[src/rtl/cdb_arbiter.sv]
// Common-data-bus arbiter: one hold slot per functional unit and a single registered
// broadcast per cycle, chosen by fixed priority with starvation override or round-robin.
module cdb_arbiter #(
  parameter int NUM_SRC    = 5,
  parameter int TAG_W      = 3,
  parameter int DATA_W     = 32,
  parameter int RR_MODE    = 0,
  parameter int STARVE_LIM = 8
) (
  input  logic                       clock,
  input  logic                       reset,
  input  logic [NUM_SRC-1:0]         src_valid,
  input  logic [NUM_SRC*TAG_W-1:0]   src_tag,
  input  logic [NUM_SRC*DATA_W-1:0]  src_value,
  output logic [NUM_SRC-1:0]         src_ready,
  input  logic                       squash,
  output logic                       cdb_valid,
  output logic [TAG_W-1:0]           cdb_tag,
  output logic [DATA_W-1:0]          cdb_value,
  output logic [$clog2(NUM_SRC)-1:0] cdb_src
);
  localparam int               SRC_W        = $clog2(NUM_SRC);
  localparam logic [7:0]       STARVE_LIM_C = 8'(STARVE_LIM);
  localparam logic [SRC_W-1:0] LAST_IDX_C   = SRC_W'(NUM_SRC - 1);

  logic [NUM_SRC-1:0] held_r;
  logic [TAG_W-1:0]   tag_r      [NUM_SRC];
  logic [DATA_W-1:0]  value_r    [NUM_SRC];
  logic [7:0]         wait_cnt_r [NUM_SRC];
  logic [SRC_W-1:0]   ptr_r;

  logic [NUM_SRC-1:0] rr_upper_s;
  logic [NUM_SRC-1:0] starved_s;
  logic [NUM_SRC-1:0] cand_s;
  logic [NUM_SRC-1:0] grant_s;
  logic [NUM_SRC-1:0] capture_s;
  logic               grant_any_s;
  logic [SRC_W-1:0]   grant_idx_s;

  // Arbitration: build the candidate set, then grant its lowest index
  always_comb begin
    rr_upper_s  = {NUM_SRC{1'b0}};
    starved_s   = {NUM_SRC{1'b0}};
    cand_s      = {NUM_SRC{1'b0}};
    grant_s     = {NUM_SRC{1'b0}};
    grant_idx_s = {SRC_W{1'b0}};
    for (int i = 0; i < NUM_SRC; i++) begin
      rr_upper_s[i] = held_r[i] & (SRC_W'(i) >= ptr_r);
      starved_s[i]  = held_r[i] & (wait_cnt_r[i] == STARVE_LIM_C);
    end
    // Round-robin wraps to the full held set when nothing sits at or above ptr
    if (RR_MODE != 0) begin
      cand_s = (|rr_upper_s) ? rr_upper_s : held_r;
    end else begin
      cand_s = (|starved_s) ? starved_s : held_r;
    end
    grant_any_s = |cand_s;
    for (int i = NUM_SRC - 1; i >= 0; i--) begin
      grant_idx_s = cand_s[i] ? SRC_W'(i) : grant_idx_s;
    end
    for (int i = 0; i < NUM_SRC; i++) begin
      grant_s[i] = grant_any_s & (grant_idx_s == SRC_W'(i));
    end
  end

  // A slot accepts when empty or being drained this cycle
  always_comb begin
    src_ready = {NUM_SRC{1'b0}};
    if (reset) begin
      src_ready = {NUM_SRC{1'b0}};
    end else begin
      src_ready = ~held_r | grant_s;
    end
    capture_s = src_valid & src_ready;
  end

  // Hold slots and starvation counters
  always_ff @(posedge clock) begin
    if (reset) begin
      held_r <= {NUM_SRC{1'b0}};
      for (int i = 0; i < NUM_SRC; i++) begin
        tag_r[i]      <= {TAG_W{1'b0}};
        value_r[i]    <= {DATA_W{1'b0}};
        wait_cnt_r[i] <= 8'd0;
      end
    end else if (squash) begin
      held_r <= {NUM_SRC{1'b0}};
      for (int i = 0; i < NUM_SRC; i++) begin
        wait_cnt_r[i] <= 8'd0;
      end
    end else begin
      for (int i = 0; i < NUM_SRC; i++) begin
        if (capture_s[i]) begin
          held_r[i]  <= 1'b1;
          tag_r[i]   <= src_tag[i*TAG_W +: TAG_W];
          value_r[i] <= src_value[i*DATA_W +: DATA_W];
        end else if (grant_s[i]) begin
          held_r[i] <= 1'b0;
        end
        if (held_r[i] & ~grant_s[i]) begin
          wait_cnt_r[i] <= (wait_cnt_r[i] == STARVE_LIM_C) ? STARVE_LIM_C : wait_cnt_r[i] + 8'd1;
        end else begin
          wait_cnt_r[i] <= 8'd0;
        end
      end
    end
  end

  // Broadcast register and round-robin pointer; a squash kills the pending grant
  always_ff @(posedge clock) begin
    if (reset) begin
      cdb_valid <= 1'b0;
      cdb_tag   <= {TAG_W{1'b0}};
      cdb_value <= {DATA_W{1'b0}};
      cdb_src   <= {SRC_W{1'b0}};
      ptr_r     <= {SRC_W{1'b0}};
    end else if (grant_any_s & ~squash) begin
      cdb_valid <= 1'b1;
      cdb_tag   <= tag_r[grant_idx_s];
      cdb_value <= value_r[grant_idx_s];
      cdb_src   <= grant_idx_s;
      if (RR_MODE != 0) begin
        ptr_r <= (grant_idx_s == LAST_IDX_C) ? {SRC_W{1'b0}} : grant_idx_s + SRC_W'(1'b1);
      end
    end else begin
      cdb_valid <= 1'b0;
    end
  end
endmodule

[config.mk]
export PLATFORM = sky130hd
export DESIGN_NAME = cdb_arbiter
export DESIGN_NICKNAME = d
export VERILOG_FILES = /design/src/rtl/cdb_arbiter.sv
export SDC_FILE = /design/constraint.sdc
export NUM_CORES = 1
export LEC_CHECK = 0
export ABC_AREA = 1
export ABC_CLOCK_PERIOD_IN_PS = 4510
export CAP_MARGIN = 10
export CORE_MARGIN = 10
export CORE_UTILIZATION = 45
export CTS_CLUSTER_DIAMETER = 30
export DETAILED_ROUTE_END_ITERATION = 12
export PLACE_DENSITY = 0.77
export SYNTH_ARGS = -nofsm -noshare
export SYNTH_HDL_FRONTEND = slang
export SYNTH_SLANG_ARGS = --single-unit
[constraint.sdc]
create_clock -name clock -period 4.51 [get_ports clock]
set_input_delay 0.451 -clock clock [delete_from_list [all_inputs] [get_ports clock]]
set_output_delay 0.451 -clock clock [all_outputs]
set_load 0.05 [all_outputs]
Yosys cells after proc, flatten, opt, wreduce, memory -nomap -nowiden
Memories as Yosys holds them, arrays and structs flattened. A register that Yosys moved wholly into a read port is not among the register bits.
Index checks and enable logic that the tools add are counted.
{"block": "op_classes", "addsub": 5, "multipliers": 0, "div_mod_pow": 0, "n_lt_le_gt_ge": 0, "eq_ne": 9, "n_shift": 0, "mux": 113, "bitwise": 50, "n_reduce_logical": 9}
{"cell": "32-bit 2-to-1 mux", "count": 5}
{"cell": "8-bit 2-to-1 mux", "count": 20}
{"cell": "1-bit 2-to-1 mux", "count": 76}
{"cell": "8-bit by 1-bit adder with 8-bit output (second input constant)", "count": 5}
{"cell": "8-bit by 4-bit == test with 1-bit output (second input constant)", "count": 5}
{"cell": "3-bit 2-to-1 mux", "count": 10}
{"cell": "1-bit OR", "count": 25}
{"cell": "1-bit bitwise AND", "count": 16}
{"cell": "5-bit 2-to-1 mux", "count": 2}
{"cell": "2-bit nonzero test", "count": 5}
{"cell": "5-bit OR reduction", "count": 2}
{"cell": "3-bit by 2-bit == test with 1-bit output (second input constant)", "count": 2}
{"cell": "1-bit inverter", "count": 6}
{"cell": "5-bit bitwise AND", "count": 1}
{"cell": "5-bit inverter", "count": 1}
{"cell": "5-bit OR", "count": 1}
{"cell": "3-bit by 1-bit == test with 1-bit output (second input constant)", "count": 1}
{"cell": "3-bit == test (second input constant)", "count": 1}
{"cell": "3-bit logical NOT", "count": 1}
{"cell": "2-bit OR reduction", "count": 1}
{"block": "totals", "ff_bits": 9, "latch_bits": 0, "mem_bits_rw": 215, "romBits": 0, "input_bits": 183, "out_inout_bits": 44, "word_cells": 196, "mem_count": 3}
{"memory": "value_r", "depth": 5, "word_bits": 32, "read_ports": 1, "rd_ports_with_merged_regs": 1, "write_ports": 5, "line_no": "28", "source": "logic [DATA_W-1:0] value_r [NUM_SRC];"}
{"memory": "wait_cnt_r", "depth": 5, "word_bits": 8, "read_ports": 5, "rd_ports_with_merged_regs": 0, "write_ports": 5, "line_no": "29", "source": "logic [7:0] wait_cnt_r [NUM_SRC];"}
{"memory": "tag_r", "depth": 5, "word_bits": 3, "read_ports": 1, "rd_ports_with_merged_regs": 1, "write_ports": 5, "line_no": "27", "source": "logic [TAG_W-1:0] tag_r [NUM_SRC];"}

Longest topological paths before layout
Gate-level depths: netlist of the first run.
{"block": "depth", "word_depth": 19, "mapped_depth": 18, "depth_no_buf": 17}

Worst setup path before layout of the first run
OpenSTA, ideal clock, no wires.
{"block": "synth_path", "kind": "reg-to-reg", "start": "memory wait_cnt_r[2][0]", "end": "memory tag_r[4][0], enable pin", "setup_ns": 0.476, "t_arrival_ns": 4.184, "t_required_ns": 4.034, "path_slack_ns": -0.150, "path_stages_with_launch": 15, "path_buffers": 0, "synth_period_minus_slack_ns": 4.660, "cell_sequence": "edfxtp_1 -> inv_1 -> ha_1 -> nand3_1 -> nor2_1 -> nand2_2 -> nand2_1 -> inv_2 -> nand3_1 -> nand2_2 -> nor2_4 -> nand3_4 -> nand2_2 -> nand2_1 -> o21ai_0"}
{"element": "start, declared", "line_no": "29"}
{"element": "end, declared", "line_no": "27"}

==> metrics, run 1 <==
number of global-route vias before repair 10664; area share of and/or/nand/nor cells after synthesis approximately a quarter; Leak around 8 nW; Netlist Area Pre-Place 0.0127 sq mm; Mapped Cells 1516; RSZ-0062 raised after global routing false; clk_skew 0.0175 ns; routability cong. between 0.9 and 1; # H-tree levels 2; Yosys warnings 0; Power Total 7.68 mW; Chip Height roughly 190 microns; layout cells sized above 1 7.73%; Yosys reg bits 259; post-synthesis adder-cell area fraction 0.986%; outcome finished, final reports clean; commonest non-fill, non-tap cell in the layout nor2_1; flip-flop and latch area 0.00726 sq mm; Unique masters post-synth 33; area added between synthesis and finish 35.0%; core area 0.0278 sq mm; highest-count cells in the layout ignoring fill and taps nor2_1 (363), inv_1 (333), nand2_1 (235); fill count between 2000 and 2500; GR Util All Layers roughly a fifth; largest net degree at the start of global routing 145; worst-margin pin slew a little under 1 ns; CTS tree yes; crit-path max FO 20; area of the multi-input gates roughly 0.0039 sq mm; clock sink count between 200 and 300; Vias roughly 10000; Post-Route WL about 35 mm; DRT iter0 DRCs 669; I/O pins 227; largest family of logic cells by synthesized area simple AND/OR/NAND/NOR gates; FF-to-FF path depth 18; Worst VDD drop 0.000258 V; hpwl dp 24.9 mm; clk_lat worst skew about 0.55 ns; Initial Utilization 45.7%; Post-CTS Setup Bufs 0; crit path kind reg -> out; minimum clock period 3.89 ns; total grt overflow 0; endpoint class of the critical path output pin; Compound-Gate Fraction of Synth Area under 10%; Cell Rows 61; PD cells about 450 mW/mm^2; HP Class reg -> reg; critical path startpoint category flip-flop; antenna violations before repair 4; Final nets 1974; reg2reg end value_r[2][24]$_SDFFCE_PN0P_; Fmax 257 MHz; PortBufs about 230; Final Hold Fails 0; Remaining DRCs 0; Slew Viols, Final 0; CTS Hold Bufs 0; crit path launch wait_cnt_r[0][0]$_SDFFCE_PP0P_; Final Cycle Share 86.3%; mux contribution to synthesized area 0%; total CTS buffers 51; vias per cell 4.72; post-route ant nets 0; WHS 0.463 ns; CP Capture Point src_ready[3]; final instance area roughly 0.017 sq mm; clock root cell clkbuf_16; post-cts sizing count 0; Final Core Density between 60% and 70%; placed cell area 0.0153 sq mm; die area 0.0353 sq mm; die extent in x between 150 and 200 microns; Max Cap Viol 0; TNS Setup 0 ns; reg2reg setup slack 0.81 ns; critical path arrival approximately 3.4 ns; DR pass1 iterations 5; RR Startpoint wait_cnt_r[0][0]$_SDFFCE_PP0P_; Crit path required time 4.06 ns; syn avg cell area 8.37 sq um; Clk pin slew, worst setup/hold paths roughly 0.05 ns; xor/xnor share of the synthesized area 1.24%; normalized max-slew margin about a third; Final Setup Violations 0; Max clock buf depth 3; Seq/Total Area, Yosys 57.2%; WL/cell about 16 microns; first-pass GRT wire length 55.4 mm
[how the worst min path moves through the flow]
stage          slack [ns]  cells past startpoint                     startpoint                       endpoint
2_1_floorplan        0.45                      1  wait_cnt_r[4][0]$_SDFFE_PP0P_  wait_cnt_r[4][0]$_SDFFE_PP0P_
3_5_place_dp         0.46                      2      cdb_value[5]$_SDFFE_PP0P_      cdb_value[5]$_SDFFE_PP0P_
3_3_place_gp         0.45                      2     cdb_value[31]$_SDFFE_PP0P_     cdb_value[31]$_SDFFE_PP0P_
6_report             0.46                      2      cdb_value[5]$_SDFFE_PP0P_      cdb_value[5]$_SDFFE_PP0P_
4_1_cts              0.47                      2      cdb_value[5]$_SDFFE_PP0P_      cdb_value[5]$_SDFFE_PP0P_
5_1_grt              0.49                      2      cdb_value[5]$_SDFFE_PP0P_      cdb_value[5]$_SDFFE_PP0P_
[kinds of logic after synthesis]
logic type	Yosys count
adders and majority gates	10
AOI/OAI and AO/OA	52
and+or+nand+nor	775
other	1
buffers and inverters	401
DFF	259
xor gates and xnor gates	18
[critical path, stage by stage (launching register included)]
cell      delay, ns
edfxtp_1       0.41
inv_1          0.11
ha_1           0.16
nand3_1        0.07
nor2_1         0.14
nand2_1        0.12
nand2_1        0.13
nor2_4         0.05
nand3_1        0.07
nand2_2        0.08
nor2_4         0.47
nand2_2        0.36
nand2_1        0.22
inv_1          0.09
nor2_1         0.22
buf_12         0.18
[power by group]
group          internal, mW  leakage (nW)  switching (mW)  total (mW)
combinational         0.360          4.68           0.631       0.991
sequential             2.82          2.56          0.0685        2.88
clock                  2.56         0.863            1.24        3.80
[sequential cells by signal (all words and copies together), names as in the netlist]
signal and cells:
held_r 5, wait_cnt_r 40, cdb_tag 3, value_r 160, cdb_src 3, cdb_value 32
tag_r 15, cdb_valid 1
[per-layer routing]
metal	vias up	wire length [microns]	GRT usage (%)
li1	5141	-	-
met5	-	9	0
met4	2	1720	10.0
met1	4783	13200	21.4
met3	89	2800	5.83
met2	382	17600	33.8
[cells in the mapped netlist]
cell type	n	area (sq um)
nor2_4	2	22.5
xor2_1	14	123
nand3_4	1	17.5
nor2_2	12	75.1
buf_1	3	11.3
nand2_4	1	11.3
nand4_1	3	18.8
o21ai_0	5	25.0
nor3b_1	2	15.0
nand2_1	237	890
nand2_2	6	37.5
edfxtp_1	207	6220
a21oi_1	42	210
inv_1	333	1250
clkinv_1	1	3.75
nor4_1	3	18.8
xnor2_1	4	35.0
nor2_1	363	1360
o21a_1	2	15.0
nand3_1	126	631
buf_2	17	85.1
ha_1	10	125
buf_4	6	45.0
or2_2	2	12.5
nand3b_1	5	37.5
buf_6	15	169
clkbuf_1	21	78.8
nand3_2	1	10.0
dfxtp_1	52	1040
conb_1	1	3.75
inv_2	5	18.8
o21ai_1	3	15.0
nor3_1	11	55.1
[metrics by stage]
stage	std cells	worst slack, ns
3_5_place_dp	2106	0.938
4_1_cts	2201	0.604
5_1_grt	2201	0.338
2_1_floorplan	1547	0.797
3_3_place_gp	2106	1.07
6_report	2204	0.618
[cell type report]
class | count | share of cell area, %
Clock buffer | 60 | 8.19
Inverter | 339 | 7.43
Multi-Input combinational cell | 887 | 22.8
Sequential cell | 259 | 42.4
Antenna cell | 3 | 0.0438
Clock inverter | 35 | 2.19
Timing Repair Buffer | 243 | 14.2
Tap cell | 378 | 2.76
Power figures use the tool's default switching activity.
==> run 2: changes to the inputs <==
--- a/config.mk
+++ b/config.mk
@@ -6,11 +6,10 @@
 export NUM_CORES = 1
 export LEC_CHECK = 0
 export ABC_AREA = 1
-export ABC_CLOCK_PERIOD_IN_PS = 4510
+export ABC_CLOCK_PERIOD_IN_PS = 3200
 export CAP_MARGIN = 10
 export CORE_MARGIN = 10
 export CORE_UTILIZATION = 45
-export CTS_CLUSTER_DIAMETER = 30
 export DETAILED_ROUTE_END_ITERATION = 12
 export PLACE_DENSITY = 0.77
 export SYNTH_ARGS = -nofsm -noshare
==> constraint.sdc (replaced) <==
create_clock -name clock -period 3.2 [get_ports clock]
set_input_delay 0.32 -clock clock [delete_from_list [all_inputs] [get_ports clock]]
set_output_delay 0.32 -clock clock [all_outputs]
set_load 0.05 [all_outputs]
==> metrics, run 2 (synthesis results as in run 1) <==
outcome finished, final reports clean; Leak 7.80 nW; Final Core Density 59.3%; core area 0.0278 sq mm; Max Cap Viol 0; Slew Viols, Final 0; Crit path required time 2.88 ns; Cell Chain, Critical Path inv_1 > ha_1 > nand3_1 > nor2_2 > nand2_2 > nand2_1 > inv_2 > nand3_1 > nand2_1 > nor2_4 > nand2_1 > nand2_1 > inv_1 > nor2_2 > buf_12; commonest non-fill, non-tap cell in the layout nor2_1; I/O pins 227; WHS 0.401 ns; largest registers value_r: 160 flops, wait_cnt_r: 40 flops, cdb_value: 32 flops; die area around 0.035 sq mm; Final Cycle Share 97.0%; Initial Utilization 45.7%; critical path arrival 2.78 ns; worst path buffer plus inverter count 4; Final nets slightly below 2000; routability cong. 0.970; Comb pwr share 17.0%; first-pass GRT wire length roughly 56 mm; largest net degree at the start of global routing 57; Critical Path Max Stage Delay 0.43 ns; switching share of power 27.3%; Top reg by flops value_r; Fmax 322 MHz; number of global-route vias before repair ~11000; CTS Hold Bufs 0; die extent in x 188 microns; clock share of power roughly a third; clk_lat worst skew 0.56 ns; Cell Rows 61; DR pass1 iterations 7; GR Util All Layers between 10% and 20%; P_int 6.19 mW; CTS tree yes; Crit path max-delay family simple AND/OR/NAND/NOR gates; antenna violations before repair 1; PD cells 517 mW/mm^2; post-route ant nets 0; vias per cell 4.75; # H-tree levels 1; Remaining DRCs 0; highest-count cells in the layout ignoring fill and taps nor2_1 (359), inv_1 (333), nand2_1 (235); Max clock buf depth 3; Chip Height 188 microns; hpwl dp approximately 27 mm; post-route insts no fill 2181; normalized max-slew margin 27.4%; layout cells sized above 1 under 10%; crit-path most repeated cell nand2_1; Vias 10355; Power Total 8.51 mW; endpoint class of the critical path output pin; minimum clock period a little over 3 ns; Setup WS pre-CTS 0.199 ns; total CTS buffers 28; Final WS setup 0.0955 ns; Placed Instances 2122; Post-Route WL approximately 36 mm; crit path kind reg -> out; WL/cell 16.4 microns; clock sink count about 260; fill count roughly 2400; total grt overflow 0; critical path startpoint category flip-flop; clock root cell clkbuf_16; RSZ-0062 raised after global routing true; Worst VDD drop about 0.00038 V; area added between synthesis and finish 29.8%; clk_skew 0.0231 ns; PortBufs ~230; crit-path max FO 6; Final Hold Fails 0; Final Setup Violations 0; Reg power frac 47.7%; Psw 2.33 mW; HP Class in -> reg; max reg flops 160; DRT iter0 DRCs ~760; Slowest cell on crit path edfxtp_1; Clk pin slew, worst setup/hold paths 0.06 ns; worst-margin pin slew 1.09 ns
-- run 2: changes by cell type in the layout (fill, tap and decap cells not counted), sizes merged, moves of 3 or more --
cell,previous run,this run
bufinv,6,0
buf,20,43
clkinvlp,5,2
clkbuf,60,37
inv,342,338
clkinv,21,14
-- run 2: final timing paths --
path / start / depth (start not counted) / slack, ns / end
setup / recovery: wait_cnt_r[2][0]$_SDFFCE_PP0P_ / 15 / 0.1 / src_ready[2]
hold / removal: src_value[126] / 3 / 0.40 / value_r[3][30]$_SDFFCE_PN0P_
setup reg to reg: wait_cnt_r[0][0]$_SDFFCE_PP0P_ / 18 / 0.22 / cdb_value[31]$_SDFFE_PP0P_
hold reg to reg: cdb_value[20]$_SDFFE_PP0P_ / 2 / 0.47 / cdb_value[20]$_SDFFE_PP0P_
-- run 2: metal layers --
metal / track usage (%) / wire length, microns / up-vias
met2: 36.2 / 18700 / 393
met3: 4.16 / 2470 / 81
met4: 8.89 / 1680 / 0
met5: 0 / 0 / -
met1: 22.0 / 13000 / 4776
li1: - / - / 5105
-- run 2: power by group through the flow --
stage          sequential (mW)  clock [mW]  combinational, mW
6_report                  4.06        3.00               1.45
5_1_grt                   4.09        3.16               1.59
4_1_cts                   4.06        3.04               1.46
3_5_place_dp              4.13           0               1.44
3_3_place_gp              4.12           0               1.42
2_1_floorplan             4.24           0              0.690
-- run 2: area by class of cell --
cell class | count | area [sq um] | share of cell area [%]
sequential | 259 | 7260 | 44.1
multi-input combinational | 887 | 3940 | 23.9
timing repair buffer | 264 | 2660 | 16.2
inverter | 339 | 1270 | 7.73
clock buffer | 37 | 764 | 4.64
tap | 378 | 473 | 2.87
clock inverter | 15 | 88.8 | 0.540
antenna | 2 | 5.00 | 0.0304
-- run 2: worst min-delay path: stages --
cell and delay (ns):
clkdlybuf4s50_1 0.39, inv_1 0.05, nor2_1 0.03
-- run 2: what timing repair did --
item	in CTS	in global routing
endpoints found under the setup margin	3	15
endpoints found under the hold margin	0	0
gates resized for setup	2	5
pin swaps	1	1
buffers inserted	2	3
-- run 2: stage by stage --
step	setup TNS (ns)	area (sq um)
after CTS	0	16400
after global routing	-0.118	16500
after global placement	0	15500
final	0	16500
after detailed placement	0	15500
after floorplan	0	12800
